File: src/rtl/fifo_pkg.sv
// Shared FIFO definitions: default sizes, write-arbiter owner
// encodings and the FIFO state encodings used across benches.
package fifo_pkg;

  localparam int FIFO_DEPTH      = 8;
  localparam int FIFO_CNT_WIDTH  = 4;
  localparam int FIFO_DATA_WIDTH = 32;

  localparam logic OWN0 = 1'b0;
  localparam logic OWN1 = 1'b1;

  localparam logic [2:0] INIT     = 3'd0;
  localparam logic [2:0] NO_OP    = 3'd1;
  localparam logic [2:0] WRITE    = 3'd2;
  localparam logic [2:0] WR_ERROR = 3'd3;
  localparam logic [2:0] READ     = 3'd4;
  localparam logic [2:0] RD_ERROR = 3'd5;

endpackage

File: src/rtl/fifo_wr_arb_pick.sv
// Combinational winner selection for the FIFO write arbiter.
// In: req0/req1, owner, burst, space_ok. Out: gnt0/gnt1, hit_own/hit_oth.
module fifo_wr_arb_pick
  import fifo_pkg::*;
#(
  parameter int MAX_BURST   = 4,
  parameter int BURST_WIDTH = 3
) (
  input  logic                   req0,
  input  logic                   req1,
  input  logic                   owner,
  input  logic [BURST_WIDTH-1:0] burst,
  input  logic                   space_ok,
  output logic                   gnt0,
  output logic                   gnt1,
  output logic                   hit_own,
  output logic                   hit_oth
);

  logic req_own;
  logic req_oth;
  logic under;
  logic win;

  assign req_own = (owner == OWN1) ? req1 : req0;
  assign req_oth = (owner == OWN1) ? req0 : req1;
  assign under   = burst < BURST_WIDTH'(MAX_BURST);

  always_comb begin
    hit_own = 1'b0;
    hit_oth = 1'b0;
    priority case (1'b1)
      !space_ok: ;
      req_own && (under || !req_oth): hit_own = 1'b1;
      req_oth: hit_oth = 1'b1;
      default: ;
    endcase
  end

  // The winner is the owner on a sticky hit, else the other side.
  assign win  = hit_own ? owner : ~owner;
  assign gnt0 = (hit_own || hit_oth) && (win == OWN0);
  assign gnt1 = (hit_own || hit_oth) && (win == OWN1);

endmodule

File: src/rtl/fifo_wr_arb.sv
// Two-requester owner-sticky write arbiter for the 8-deep FIFO.
// In: clk, reset_n, req0/1, din0/1, data_count.
// Out: gnt0/1, wr_en, wr_data, full_stall.
module fifo_wr_arb
  import fifo_pkg::*;
#(
  parameter int DATA_WIDTH  = FIFO_DATA_WIDTH,
  parameter int DEPTH       = FIFO_DEPTH,
  parameter int CNT_WIDTH   = FIFO_CNT_WIDTH,
  parameter int MAX_BURST   = 4,
  parameter int BURST_WIDTH = 3
) (
  input  logic                  clk,
  input  logic                  reset_n,
  input  logic                  req0,
  input  logic [DATA_WIDTH-1:0] din0,
  input  logic                  req1,
  input  logic [DATA_WIDTH-1:0] din1,
  output logic                  gnt0,
  output logic                  gnt1,
  input  logic [CNT_WIDTH-1:0]  data_count,
  output logic                  wr_en,
  output logic [DATA_WIDTH-1:0] wr_data,
  output logic                  full_stall
);

  localparam int SW = CNT_WIDTH + 1;

  logic                   owner_q, owner_d;
  logic [BURST_WIDTH-1:0] burst_q, burst_d;
  logic                   wr_en_q, wr_en_d;
  logic [DATA_WIDTH-1:0]  wr_data_q, wr_data_d;

  logic [SW-1:0] used;
  logic [SW-1:0] space;
  logic          space_ok;
  logic          hit_own;
  logic          hit_oth;

  // The in-flight write is not yet in data_count; count it as used.
  // An out-of-range data_count also lands in the zero-space branch.
  assign used  = {1'b0, data_count} + {{CNT_WIDTH{1'b0}}, wr_en_q};
  assign space = (used >= SW'(DEPTH)) ? '0 : SW'(DEPTH) - used;

  // Gating with reset_n keeps grants low while reset is held.
  assign space_ok   = reset_n && (space != '0);
  assign full_stall = (req0 || req1) && (space == '0);

  fifo_wr_arb_pick #(
    .MAX_BURST  (MAX_BURST),
    .BURST_WIDTH(BURST_WIDTH)
  ) u_pick (
    .req0    (req0),
    .req1    (req1),
    .owner   (owner_q),
    .burst   (burst_q),
    .space_ok(space_ok),
    .gnt0    (gnt0),
    .gnt1    (gnt1),
    .hit_own (hit_own),
    .hit_oth (hit_oth)
  );

  always_comb begin
    owner_d   = owner_q;
    burst_d   = '0;
    wr_en_d   = 1'b0;
    wr_data_d = wr_data_q;
    if (hit_own) begin
      if (burst_q < BURST_WIDTH'(MAX_BURST))
        burst_d = burst_q + 1'b1;
      else
        burst_d = burst_q;
    end else if (hit_oth) begin
      owner_d = ~owner_q;
      burst_d = BURST_WIDTH'(1);
    end
    if (gnt0 || gnt1) begin
      wr_en_d   = 1'b1;
      wr_data_d = gnt1 ? din1 : din0;
    end
  end

  always_ff @(posedge clk or negedge reset_n) begin
    if (!reset_n) begin
      owner_q   <= OWN0;
      burst_q   <= '0;
      wr_en_q   <= 1'b0;
      wr_data_q <= '0;
    end else begin
      owner_q   <= owner_d;
      burst_q   <= burst_d;
      wr_en_q   <= wr_en_d;
      wr_data_q <= wr_data_d;
    end
  end

  assign wr_en   = wr_en_q;
  assign wr_data = wr_data_q;

endmodule

File: config.mk
export PLATFORM = sky130hd
export DESIGN_NAME = fifo_wr_arb
export DESIGN_NICKNAME = d
export VERILOG_FILES = /design/src/rtl/fifo_pkg.sv /design/src/rtl/fifo_wr_arb_pick.sv /design/src/rtl/fifo_wr_arb.sv
export SDC_FILE = /design/constraint.sdc
export NUM_CORES = 1
export LEC_CHECK = 0
export CORE_UTILIZATION = 36
export DETAILED_ROUTE_END_ITERATION = 10
export GPL_TIMING_DRIVEN = 1
export PLACE_DENSITY = 0.77
export SETUP_SLACK_MARGIN = 0.15
export SLEW_MARGIN = 20
export SYNTH_ARGS = -nofsm -noshare
export SYNTH_HDL_FRONTEND = slang
export SYNTH_SLANG_ARGS = --single-unit
File: constraint.sdc
create_clock -name clk -period 5.2 [get_ports clk]
set_input_delay 1.56 -clock clk [delete_from_list [all_inputs] [get_ports clk]]
set_output_delay 1.56 -clock clk [all_outputs]
set_load 0.02 [all_outputs]
==> impl_metrics.json <==
{
  "hold_ws_ns": 0.497,
  "synthCells": 214,
  "antenna_found_initial": 0,
  "arrival_ns": 3.44,
  "intPower_mw": 0.820,
  "pin_count": 108,
  "synth-compound-area-share_pct": 24.0,
  "rr_startpoint": "wr_en",
  "drc": 0,
  "peakVddDrop_uv": 227,
  "switching_power_mw": 0.417,
  "hold_path_depth": 2,
  "hold_end": "wr_data[2]",
  "worstHoldPathType": "flop to flop",
  "wl_met2_um": 3050,
  "grt_max_degree": 40,
  "synth_top_family_by_area": "compound AO/OA/AOI/OAI gates",
  "grt_usage_pct": 20.8,
  "drtIter0Drc": 116,
  "regToRegEndpoint": "wr_data[6]",
  "slew_headroom_pct": 58.6,
  "setup_ws_ns": 0.200,
  "worstSetupStartpointType": "input pin",
  "period_minus_slack_ns": 5.00,
  "synth_adder_area_share_pct": 2.39,
  "h-tree-depth": 2,
  "cts_sinks": 37,
  "required_ns": 3.64,
  "cts-root-buf": "clkbuf_8",
  "critPathCaptureType": "output pin",
  "ys_ff_latch": 37,
  "setup_violations": 0,
  "ys_warn_count": 0,
  "p_sw_share_pct": 33.7,
  "drive_gt1_share_pct": 17.2,
  "grt-ovfl-total": 0,
  "grt_pass1_vias": 2118,
  "crit_type": "input pin to output pin",
  "die_area_um2": 6120,
  "drt-pass1-iter-count": 4,
  "yosys.area_share.xor_xnor_pct": 0.837,
  "r2r_setup_slack_ns": 1.54,
  "pwr-share-seq_pct": 33.5,
  "hold_buffers": 0,
  "nNetsFinal": 406,
  "highest_layer": "met4",
  "fin_tns_setup_ns": 0,
  "drv_cap": 0,
  "p_total_mw": 1.24,
  "stdcell_count": 403,
  "insertion_delay_ns": 0.29,
  "finalMaxSlewViolations": 0,
  "ys_types": 37,
  "rows": 27,
  "met1Wirelength_um": 2800,
  "core_region_area_um2": 5540,
  "cts_tree": "built",
  "syn2layout_area_growth_pct": 64.9,
  "reg2reg_depth": 21,
  "avgSynthCellArea_um2": 9.78,
  "cts_buffers": 5,
  "diodes": 0,
  "port_buffers": 107,
  "min_period_over_period_pct": 96.1,
  "power_frac_comb_pct": 46.0,
  "die_w_um": 78.2,
  "status": "complete, no violations",
  "place_ws_ns": -0.724,
  "start_util_pct": 37.8,
  "ant_nets": 0,
  "synthesis.area_um2": 2090,
  "die_h_um": 78.2,
  "wl_met3_um": 346,
  "yosysSeqAreaShare_pct": 44.3,
  "hpwl_um": 4340,
  "muxShareOfSynthArea_pct": 0.957,
  "p_leak_nw": 1.50,
  "clkPwrFrac_pct": 20.5,
  "p_per_area_nw_per_um2": 359,
  "syn-num-nets": 290,
  "grt_pass1_wl_um": 10100,
  "clk_pin_slew_worst_paths_ns": 0.07,
  "placed_cells": 387,
  "rsz0062_at_grt": "no",
  "wirelength_um": 6280,
  "crit_path_max_fanout": 3,
  "hold_start": "wr_data[2]",
  "synth_simple_gate_area_share_pct": 20.1,
  "clockBufferDepth": 2,
  "max_freq_mhz": 200,
  "finClkSkew_ns": 0.00724,
  "vias": 2135,
  "routedWlPerCell_um": 15.6,
  "worst_slew_pin_slew_ns": 0.620,
  "gp_congestion": 0.803,
  "viasPerCell": 5.30,
  "hold_viol": 0
}
-- repair_timing --
action / 4_1_cts / 5_1_grt
setup buffers: 8 / 0
endpoints found under the setup margin: 3 / 3
pin swaps: 6 / 1
resized for setup: 22 / 4
-- worst max-delay path by stage --
stage / startpoint / to / slack, ns / cells after the start
final: data_count[0] / gnt1 / 0.20 / 10
after global routing: data_count[0] / gnt1 / 0.15 / 10
after CTS: data_count[1] / gnt1 / 0.20 / 9
after detailed placement: data_count[0] / full_stall / -0.72 / 9
after global placement: data_count[0] / full_stall / -0.74 / 9
after floorplan: data_count[0] / gnt1 / 0.17 / 9
-- worst max-delay path, cell delays in order --
cell,delay (ns)
buf_2,0.11
ha_4,0.16
ha_4,0.26
inv_2,0.04
ha_4,0.20
or4_4,0.49
a32o_2,0.32
nand3_4,0.10
a21oi_4,0.05
buf_6,0.14
-- final cells by class --
type,count,area (um2)
Clock buffer,7,86.3
Timing Repair Buffer,128,1210
Fill cell,494,2090
Multi-Input combinational cell,152,1080
Inverter,6,22.5
Sequential cell,37,926
Clock inverter,1,30.0
Tap cell,72,90.1
-- kinds of logic after synthesis --
| family | Yosys count |
|---|---|
| multiplexers | 2 |
| flip-flops | 37 |
| adder cells (fa/ha/maj) | 4 |
| AO/OA/AOI/OAI | 59 |
| XOR/XNOR | 2 |
| AND/OR/NAND/NOR | 85 |
| buffers and inverters | 25 |
-- metal layers --
layer	GRT usage, %	vias up
li1	-	1015
met1	28.2	1032
met2	33.4	78
met3	3.60	10
met4	7.22	0
met5	0	-
-- power groups by stage --
stage | logic, mW | clock network (mW) | registers (mW)
floorplan | 0.204 | 0 | 0.510
global placement | 0.544 | 0 | 0.416
detailed placement | 0.552 | 0 | 0.419
CTS | 0.570 | 0.261 | 0.414
global route | 0.607 | 0.274 | 0.426
finish | 0.569 | 0.254 | 0.414
-- state kept, by name (all words and copies together) (netlist names) --
name	flops
wr_en	1
wr_data	32
burst_q	3
owner_q	1
-- placed cells by master (no fill, tap or decap), types with 2 or more instances in the layout --
master             n
a21o_1            13
mux2i_1            2
xnor2_1            2
o211ai_1          10
buf_4             22
dfrtp_1           37
ha_4               3
o21ai_0            2
clkdlybuf4s50_1  101
buf_2              3
clkbuf_8           6
a22o_1            13
nor2_1             8
a21oi_1            2
inv_2              2
nand2_1           44
inv_1              4
o2111ai_1          2
o211ai_2          10
nand4_1           21
nand3_1            3
-- synth_stat cells --
cell       count  area [um2]
nand2_1       44         165
dfrtp_1       37         926
nand4_1       21         131
a21o_1        13        97.6
a22o_1        13         114
o211ai_1      10        75.1
o211ai_2      10         125
nor2_1         8        30.0
clkbuf_1       6        22.5
inv_1          5        18.8
buf_2          4        20.0
buf_6          4        45.0
ha_1           4        50.1
nand3_1        4        20.0
a21oi_1        3        15.0
buf_4          3        22.5
mux2i_1        2        20.0
o2111ai_1      2        17.5
o21ai_0        2        10.0
xnor2_1        2        17.5
a211oi_1       1        7.51
a31oi_1        1        6.26
a32o_2         1        11.3
a32oi_1        1        8.76
and2_4         1        8.76
buf_1          1        3.75
buf_12         1        20.0
inv_2          1        3.75
nand2b_1       1        6.26
nand3b_1       1        7.51
nand3b_4       1        20.0
nand4_2        1        12.5
nor3_1         1        5.00
o21ai_1        1        5.00
o41ai_1        1        8.76
or2_2          1        6.26
or4_1          1        7.51
-- metrics by stage --
stage          utilization (%)  area [um2]
3_5_place_dp              58.7        3250
6_report                  62.3        3450
3_3_place_gp              58.7        3250
4_1_cts                   62.2        3440
5_1_grt                   62.3        3450
2_1_floorplan                -        2140
Power figures use the tool's default switching activity.
